## src/rtl/seg_pkg.sv

```systemverilog
// rtl/seg_pkg.sv - shared 7-segment glyph constants and capture FSM state type
package seg_pkg;

  localparam logic [7:0] NUM_0   = 8'hC0;
  localparam logic [7:0] NUM_1   = 8'hF9;
  localparam logic [7:0] NUM_2   = 8'hA4;
  localparam logic [7:0] NUM_3   = 8'hB0;
  localparam logic [7:0] NUM_4   = 8'h99;
  localparam logic [7:0] NUM_5   = 8'h92;
  localparam logic [7:0] NUM_6   = 8'h82;
  localparam logic [7:0] NUM_7   = 8'hF8;
  localparam logic [7:0] NUM_8   = 8'h80;
  localparam logic [7:0] NUM_9   = 8'h90;
  localparam logic [7:0] NUM_ERR = 8'h86;

  localparam logic [3:0] ERR_CODE = 4'hE;
  localparam logic [3:0] BAD_CODE = 4'hF;

  typedef enum logic [1:0] {
    ST_IDLE,
    ST_SETTLE,
    ST_HOLD
  } cap_state_e;

endpackage

```

## src/rtl/seg_pattern_dec.sv

```systemverilog
// rtl/seg_pattern_dec.sv - combinational segment pattern to digit code decoder
module seg_pattern_dec
  import seg_pkg::*;
#(
  parameter int SEG_WID = 8
) (
  input  logic [SEG_WID-1:0] pattern,
  output logic [3:0]         code,
  output logic               known
);

  // Full-width match: a lit decimal point makes the glyph unknown.
  always_comb begin
    code  = BAD_CODE;
    known = 1'b1;
    case (pattern)
      SEG_WID'(NUM_0):   code = 4'd0;
      SEG_WID'(NUM_1):   code = 4'd1;
      SEG_WID'(NUM_2):   code = 4'd2;
      SEG_WID'(NUM_3):   code = 4'd3;
      SEG_WID'(NUM_4):   code = 4'd4;
      SEG_WID'(NUM_5):   code = 4'd5;
      SEG_WID'(NUM_6):   code = 4'd6;
      SEG_WID'(NUM_7):   code = 4'd7;
      SEG_WID'(NUM_8):   code = 4'd8;
      SEG_WID'(NUM_9):   code = 4'd9;
      SEG_WID'(NUM_ERR): code = ERR_CODE;
      default:           known = 1'b0;
    endcase
  end

endmodule

```

## src/rtl/seg_capture.sv

```systemverilog
// rtl/seg_capture.sv - recovers per-digit codes from a multiplexed 7-segment bus
module seg_capture
  import seg_pkg::*;
#(
  parameter int SEG_NUM    = 8,
  parameter int SEG_WID    = 8,
  parameter int STABLE_CYC = 4
) (
  input  logic                 clk,
  input  logic                 rst_n,
  input  logic [SEG_NUM-1:0]   seg_sel,
  input  logic [SEG_WID-1:0]   segment,
  output logic [SEG_NUM*4-1:0] dout,
  output logic [SEG_NUM-1:0]   dout_vld,
  output logic                 frame_done,
  output logic                 sel_err,
  output logic                 pat_err
);

  localparam int         W          = SEG_NUM + SEG_WID;
  localparam logic [7:0] STABLE_MAX = 8'(STABLE_CYC);

  logic [W-1:0]         sync1_q, sync2_q, prev_q;
  logic [7:0]           cnt_q, cnt_d;
  cap_state_e           state_q, state_d;
  logic [SEG_NUM*4-1:0] dout_q, dout_d;
  logic [SEG_NUM-1:0]   dout_vld_q, dout_vld_d;
  logic [SEG_NUM-1:0]   seen_q, seen_d;
  logic                 frame_done_q, frame_done_d;
  logic                 sel_err_q, sel_err_d;
  logic                 pat_err_q, pat_err_d;

  logic [SEG_NUM-1:0]   sel_act;
  logic [SEG_WID-1:0]   pat;
  logic                 chg;
  logic                 multi;
  logic                 sample;
  logic [3:0]           code;
  logic                 known;

  assign sel_act = ~sync2_q[W-1 -: SEG_NUM];
  assign pat     = sync2_q[SEG_WID-1:0];
  assign chg     = (sync2_q != prev_q);
  assign multi   = ((sel_act & (sel_act - SEG_NUM'(1))) != '0);

  seg_pattern_dec #(
    .SEG_WID (SEG_WID)
  ) u_dec (
    .pattern (pat),
    .code    (code),
    .known   (known)
  );

  always_comb begin
    cnt_d = cnt_q;
    if (chg) begin
      cnt_d = '0;
    end else if (cnt_q != STABLE_MAX) begin
      cnt_d = cnt_q + 8'd1;
    end

    // Sampling only from SETTLE guarantees a held word is captured once.
    sample  = (state_q == ST_SETTLE) && !chg && (cnt_d == STABLE_MAX);
    state_d = state_q;
    case (state_q)
      ST_IDLE:   if (chg) state_d = ST_SETTLE;
      ST_SETTLE: if (sample) state_d = ST_HOLD;
      ST_HOLD:   if (chg) state_d = ST_SETTLE;
      default:   state_d = ST_IDLE;
    endcase

    dout_d       = dout_q;
    seen_d       = seen_q;
    dout_vld_d   = '0;
    frame_done_d = 1'b0;
    sel_err_d    = 1'b0;
    pat_err_d    = 1'b0;
    if (sample && (sel_act != '0)) begin
      if (multi) begin
        sel_err_d = 1'b1;
      end else begin
        for (int i = 0; i < SEG_NUM; i++) begin
          if (sel_act[i]) begin
            dout_d[4*i +: 4] = code;
            dout_vld_d[i]    = 1'b1;
          end
        end
        pat_err_d = !known;
        seen_d    = seen_q | sel_act;
        if (&seen_d) begin
          frame_done_d = 1'b1;
          seen_d       = '0;
        end
      end
    end
  end

  always_ff @(posedge clk or negedge rst_n) begin
    if (!rst_n) begin
      sync1_q      <= '1;
      sync2_q      <= '1;
      prev_q       <= '1;
      cnt_q        <= '0;
      state_q      <= ST_IDLE;
      dout_q       <= '0;
      dout_vld_q   <= '0;
      seen_q       <= '0;
      frame_done_q <= 1'b0;
      sel_err_q    <= 1'b0;
      pat_err_q    <= 1'b0;
    end else begin
      sync1_q      <= {seg_sel, segment};
      sync2_q      <= sync1_q;
      prev_q       <= sync2_q;
      cnt_q        <= cnt_d;
      state_q      <= state_d;
      dout_q       <= dout_d;
      dout_vld_q   <= dout_vld_d;
      seen_q       <= seen_d;
      frame_done_q <= frame_done_d;
      sel_err_q    <= sel_err_d;
      pat_err_q    <= pat_err_d;
    end
  end

  assign dout       = dout_q;
  assign dout_vld   = dout_vld_q;
  assign frame_done = frame_done_q;
  assign sel_err    = sel_err_q;
  assign pat_err    = pat_err_q;

endmodule

```

## config.mk

```make
export PLATFORM = sky130hd
export DESIGN_NAME = seg_capture
export DESIGN_NICKNAME = d
export VERILOG_FILES = /design/src/rtl/seg_pkg.sv /design/src/rtl/seg_pattern_dec.sv /design/src/rtl/seg_capture.sv
export SDC_FILE = /design/constraint.sdc
export NUM_CORES = 1
export LEC_CHECK = 0
export ABC_AREA = 1
export CORE_ASPECT_RATIO = 0.5
export CORE_MARGIN = 2
export CORE_UTILIZATION = 45
export DETAILED_ROUTE_END_ITERATION = 16
export GPL_TIMING_DRIVEN = 0
export PLACE_DENSITY_LB_ADDON = 0.15
export SLEW_MARGIN = 40
export SYNTH_ARGS = -nofsm -noshare
export SYNTH_HDL_FRONTEND = slang
export SYNTH_SLANG_ARGS = --single-unit
```

## constraint.sdc

```tcl
create_clock -name clk -period 6.41 [get_ports clk]
set_clock_uncertainty 0.2 [all_clocks]
set_input_delay 1.282 -clock clk [delete_from_list [all_inputs] [get_ports clk]]
set_output_delay 1.282 -clock clk [all_outputs]
set_load 0.01 [all_outputs]
```

Word level (Yosys, flattened, before mapping)
Index checks and enable logic that the tools add are counted.

Register bits: 109. Output and inout bits: 43. Word-level logic and storage cells: 88.

$add $sub $neg: 2. Eq/ne operators: 18. Multiplexer cells: 25. Bitwise gates (word level): 4. Reductions and logical operators: 21.

Operators by type and width (count): $eq A8 B8 Y1 const B (11); $pmux W4 S11 (1); $mux W8 (5); $reduce_and A3 Y1 (8); $mux W1 (16); $ne A16 B16 Y1 (1); $reduce_bool A8 Y1 (2); $reduce_or A11 Y1 (1); $add A8 B1 Y8 const B (1); $and A8 B8 Y8 (1); $eq A8 B3 Y1 const B (1); $ne A8 B3 Y1 const B (1); $not A8 Y8 (1); $or A8 B8 Y8 (1); $reduce_and A8 Y1 (1); $sub A8 B1 Y8 const B (1); $mux W2 (2); $pmux W2 S2 (1); $reduce_and A2 Y1 (2); $logic_and A1 B1 Y1 (3); $eq A2 B1 Y1 const B (1); $eq A2 B2 Y1 const B (1); $logic_not A1 Y1 (2); $logic_not A2 Y1 (1); other kinds (4) (4).

Logic depth before layout (Yosys ltp)
Word-level depth: 7. Gate-level depth with buffers: 15.

Hierarchy
From an unflattened synthesis, not the netlist that was laid out.

Cell total of the unflattened synthesis: 570. Area, all modules: 4996.0 um^2.

Modules (own cells, without submodules): seg_capture (instances 1, cells each 508, area each 4689.5 um^2, sequential area each 2787.7 um^2); seg_pattern_dec (instances 1, cells each 62, area each 306.5 um^2, sequential area each 0.0 um^2).

Least setup slack after synthesis
OpenSTA, ideal clock, no wires.

Path kind: register to register. Start point: register sync2_q[1]. End point: register seen_q[0]. Setup time: 0.118 ns. Data arrival time: 1.906 ns. Required time: 6.092 ns. Setup slack: 4.186 ns. Cell stages (with the launch flop): 15. Period minus slack after synthesis: 2.224 ns. Path through: dfstp_2 buf_2 inv_2 nand2_1 nand2_1 nor2_1 nand2_1 nor2_2 nand4_1 inv_1 nand2_1 nor2_4 nand4_2 nand2_1 nand2_1.

Cells in the longest elaborated chain, start to end: 6. Elaborated cells between the ends (all ways): 8. Classes of those cells: 2 x eq/ne; 1 x mux; 5 x reduce/logical.

Ends and longest elaborated chain: from (decl) (RTL line seg_capture.sv:23) `logic [W-1:0] sync1_q, sync2_q, prev_q;`; from (signal assigned) (RTL line seg_capture.sv:113) `sync2_q <= sync1_q;`; $ne A16 B16 Y1 * (RTL line seg_capture.sv:43) `assign chg = (sync2_q != prev_q);`; $mux W8 or $logic_not A1 Y1 (tied branches) (RTL line seg_capture.sv:56, seg_capture.sv:63); $eq A8 B3 Y1 or $logic_and A1 B1 Y1 (tied branches) (RTL line seg_capture.sv:63) `sample = (state_q == ST_SETTLE) && !chg && (cnt_d == STABLE_MAX);`; $logic_and A1 B1 Y1 * (RTL line seg_capture.sv:63); $logic_and A1 B1 Y1 * (RTL line seg_capture.sv:78) `if (sample && (sel_act != '0)) begin`; $reduce_and A2 Y1 (no line) *; to (signal assigned) (RTL line seg_capture.sv:119) `seen_q <= seen_d;`; to (decl) (RTL line seg_capture.sv:28) `logic [SEG_NUM-1:0] seen_q, seen_d;`.

Every way passes the cells marked *; elsewhere a longest branch is shown, timed or not. A chain may end at the register's enable or synchronous reset.

Worst setup path after layout
Start point: register sync2_q[3]. End point: register dout_q[18] (netlist: dout[18]).

Cells in the longest elaborated chain, start to end: 6. Elaborated cells between the ends (all ways): 20. Classes of those cells: 13 x eq/ne; 2 x mux; 5 x reduce/logical.

Ends and longest elaborated chain: $ne A16 B16 Y1 (RTL line seg_capture.sv:43); $mux W8 or $logic_not A1 Y1 (tied branches) (RTL line seg_capture.sv:56, seg_capture.sv:63); $eq A8 B3 Y1 or $logic_and A1 B1 Y1 (tied branches) (RTL line seg_capture.sv:63); $logic_and A1 B1 Y1 (RTL line seg_capture.sv:63); $logic_and A1 B1 Y1 (RTL line seg_capture.sv:78); $reduce_and A3 Y1 (no line); to (signal assigned) (RTL line seg_capture.sv:117) `dout_q <= dout_d;`; to (decl) (RTL line seg_capture.sv:26) `logic [SEG_NUM*4-1:0] dout_q, dout_d;`.

Several ways; a longest one is shown, not always the timed one.

==> results by group <==
Worst setup path
  – FF-to-FF Start: sync2_q[3]$_DFF_PN1_
  – Critical-path maximum fanout: 9
  – Worst Reg-to-Reg Cells: 10
  – CP startpoint kind: flop
  – FF-to-FF End: dout[18]$_DFFE_PN0P_
  – Crit. End Element: flop
  – Data required time of the worst path: between 6 and 7 ns
  – Reg2reg setup slack: between 3 and 4 ns
  – CP Data Arrival Time: ~3 ns
  – Crit Path Class: flop to flop

Global route
  – Grt ovf: 0
  – Wire length of the first global-routing pass: around 18 mm
  – All-Layer GR Usage: 19.5%
  – Vias in the first global route: ~3.5k
  – Initial antenna violation count: 0
  – Largest net degree at the start of global routing: 65

CTS
  – Longest Clk Path Bufs: 2
  – Hold-fix buffers at CTS: 0
  – Htree depth: 3
  – CTS Root Buffer Type: clkbuf_16
  – Worst-path clk slew: 0.07 ns
  – Clk_lat worst skew: 0.35 ns
  – CTS Buf Count: 9
  – Setup bufs post-CTS: 0
  – CTS sink cnt: 109
  – CTS tree: done
  – Resized cells post-CTS: 0

STA
  – Tcrit/Tclk final: 45.0%
  – Slew HR: 51.5%
  – Endpoints failing setup: 0
  – Worst Setup Slack, final: 3.53 ns
  – Hold Fails Final Rpt: 0
  – Unrepaired setup endpoints after global routing: no
  – WHS: 0.157 ns
  – Slew Viols, Final: 0
  – Fmax: 347 MHz
  – Tmin final: approximately 2.9 ns
  – Least-Margin Pin Slew: 0.723 ns

Placed design
  – GPL Wtd Cong: 0.891
  – Worst slack, placed: about 3.6 ns
  – Post-DP HPWL: 7.64 mm
  – Placed Area: about 5700 um2
  – Port bufs: 60

Power and ir drop
  – Switch share: between 20% and 30%
  – Power share of the sequential group: 54.4%
  – P_sw: between 0.3 and 0.4 mW
  – PD cells: 225 nW/um2
  – Int Pwr: 1.02 mW
  – Final Power: 1.34 mW
  – Clock power frac: 40.8%
  – Worst vdd ir: approximately 0.14 mV
  – Static Leak: 2.89 nW
  – Combinational group share of total power: 4.8%

Drt
  – DRT Pass-1 Iters: 5
  – Initial DRC count: between 200 and 250
  – Final WL: 10.5 mm
  – Vias: 3801
  – ANT nets after route: 0
  – Vias/cell: 4.98
  – DRC viols: 0
  – Routed WL per cell: about 14 um

Logic synthesis
  – Synth Warn #: 0
  – Cells after Synth: about 550
  – EDFF count, synth: 0
  – Mapped Area: just under 5000 um2
  – Cell with the most instances after synthesis: nand2_1
  – Synth area leader: dfrtp_1
  – Post-synthesis sequential area ratio: 57.2%
  – Fraction of registers with async set/reset: 100%
  – Area contributors post-synth: dfrtp_1 31%, dfstp_2 26%, nand2_1 14%, nand4_1 6.7%, inv_1 3.8%
  – Top cells by count, synth: 178 x nand2_1, 61 x dfrtp_1, 52 x nand4_1
  – Synth cell types: 35
  – Top_reg_cell synth: dfrtp_1
  – Net count after synthesis: 567
  – Synthesis-stage register bit count: roughly 110
  – Mean Syn Cell Area: 8.91 um2
  – Share of the synthesized area in the top cell type: 31.3%

Min path
  – Hold wc startpoint: sync1_q[7]$_DFF_PN1_
  – HP Class: flop to flop
  – Hold Crit Depth: 0
  – Hold path endpoint: sync2_q[7]$_DFF_PN1_

Die
  – Die height: 77.6 um
  – Core Region: 10400 um2
  – Die area: 11700 um2
  – I/O pin cnt: 61
  – Starting Density: 47.0%
  – Placement Rows: 26
  – Die width: 151 um

Layout
  – Fill count: 899
  – Final std cell area, no fill: roughly 6000 um2
  – Area Growth Syn to Fin: 22.7%
  – Final nets: 639
  – Share of cells above drive strength 1: 18.4%
  – Finished Core Util: 57.7%
  – Ant diodes: 0

Flow run
  – Maxcap violations: 0

Outcome
  – Status: finished, final reports clean
worst max-delay path, cell delays in order, from the launching register on:
cell and delay [ns]:
dfstp_2 0.56, inv_1 0.08, nand3_1 0.14, nor2_1 0.08, nand3_1 0.09, nand3_1 0.11
nor3_2 0.63, nand2_1 0.24, nand2_1 0.40, nand4_1 0.16, nand2_1 0.11
power groups by stage:
stage / sequential (mW) / combinational, mW / clock [mW]
2_1_floorplan: 0.738 / 0.0318 / 0
3_3_place_gp: 0.742 / 0.0621 / 0
3_5_place_dp: 0.743 / 0.0657 / 0
4_1_cts: 0.731 / 0.0659 / 0.569
5_1_grt: 0.733 / 0.0745 / 0.598
6_report: 0.730 / 0.0645 / 0.549
worst max path at each step:
stage                               startpoint                    end  slack (ns)
after floorplan           sync2_q[1]$_DFF_PN1_  seen_q[0]$_DFFE_PN0P_        4.19
after global placement                   rst_n   dout[12]$_DFFE_PN0P_       -0.18
after detailed placement  sync2_q[3]$_DFF_PN1_   dout[18]$_DFFE_PN0P_        3.59
after CTS                 sync2_q[3]$_DFF_PN1_   dout[18]$_DFFE_PN0P_        3.57
after global routing      sync2_q[3]$_DFF_PN1_   dout[18]$_DFFE_PN0P_        3.24
final                     sync2_q[3]$_DFF_PN1_   dout[18]$_DFFE_PN0P_        3.53
area by class of cell:
cell class / instances / area, um2 / area share (%)
plain buffers: 11 / 57.6 / 0.962
clock buffers: 9 / 225 / 3.76
clock inverters: 7 / 73.8 / 1.23
inverters: 61 / 229 / 3.83
multi-input cells: 366 / 1800 / 30.1
flip-flops and latches: 109 / 2790 / 46.6
well taps: 140 / 175 / 2.93
repair buffers: 61 / 633 / 10.6
routing by layer:
layer  up-vias  routed length, um  part of all wire, %  GRT usage [%]
met5         -                  0                    0              0
met4         0                117                  1.1           5.42
met3         9                677                  6.4           5.65
met2       115               4380                   42           28.2
met1      1765               5360                   51           28.5
li1       1912                  -                    -              -
metrics by stage:
step	std cells	TNS (ns)
after floorplan	547	0
after global placement	747	-10.52
after detailed placement	748	0
after CTS	764	0
after global routing	764	0
final	764	0
flip-flops by register name (all words and copies together), names as in the netlist:
| register | count |
|---|---|
| cnt_q | 8 |
| dout | 32 |
| dout_vld | 8 |
| frame_done | 1 |
| pat_err | 1 |
| prev_q | 16 |
| seen_q | 8 |
| sel_err | 1 |
| state_q | 2 |
| sync1_q | 16 |
| sync2_q | 16 |
placed cells by master, fill, tap and decap left out, types with 2 or more instances in the layout:
master           count
nand2_1            178
dfrtp_1             61
clkdlybuf4s50_1     59
nand4_1             52
inv_1               50
dfstp_2             48
nor2_1              47
nor2_2              21
nand3_1             15
inv_2               11
clkbuf_16            9
o21ai_0              8
nor3_1               7
clkbuf_1             6
nor2_4               4
a21oi_1              4
buf_4                4
xor2_1               3
xnor2_1              3
o31ai_1              3
nor4_1               3
inv_8                3
nand3b_1             2
nor3b_1              2
ha_1                 2
clkinv_4             2
cell families after synthesis:
group | Yosys count | synth area share, %
simple gates | 338 | 32.7
flops | 109 | 57.2
buf+inv | 72 | 5.88
compound gates | 20 | 2.62
xor+xnor | 6 | 1.08
fa+ha+maj | 2 | 0.513
Note: power is estimated with default switching activity, not from simulation.
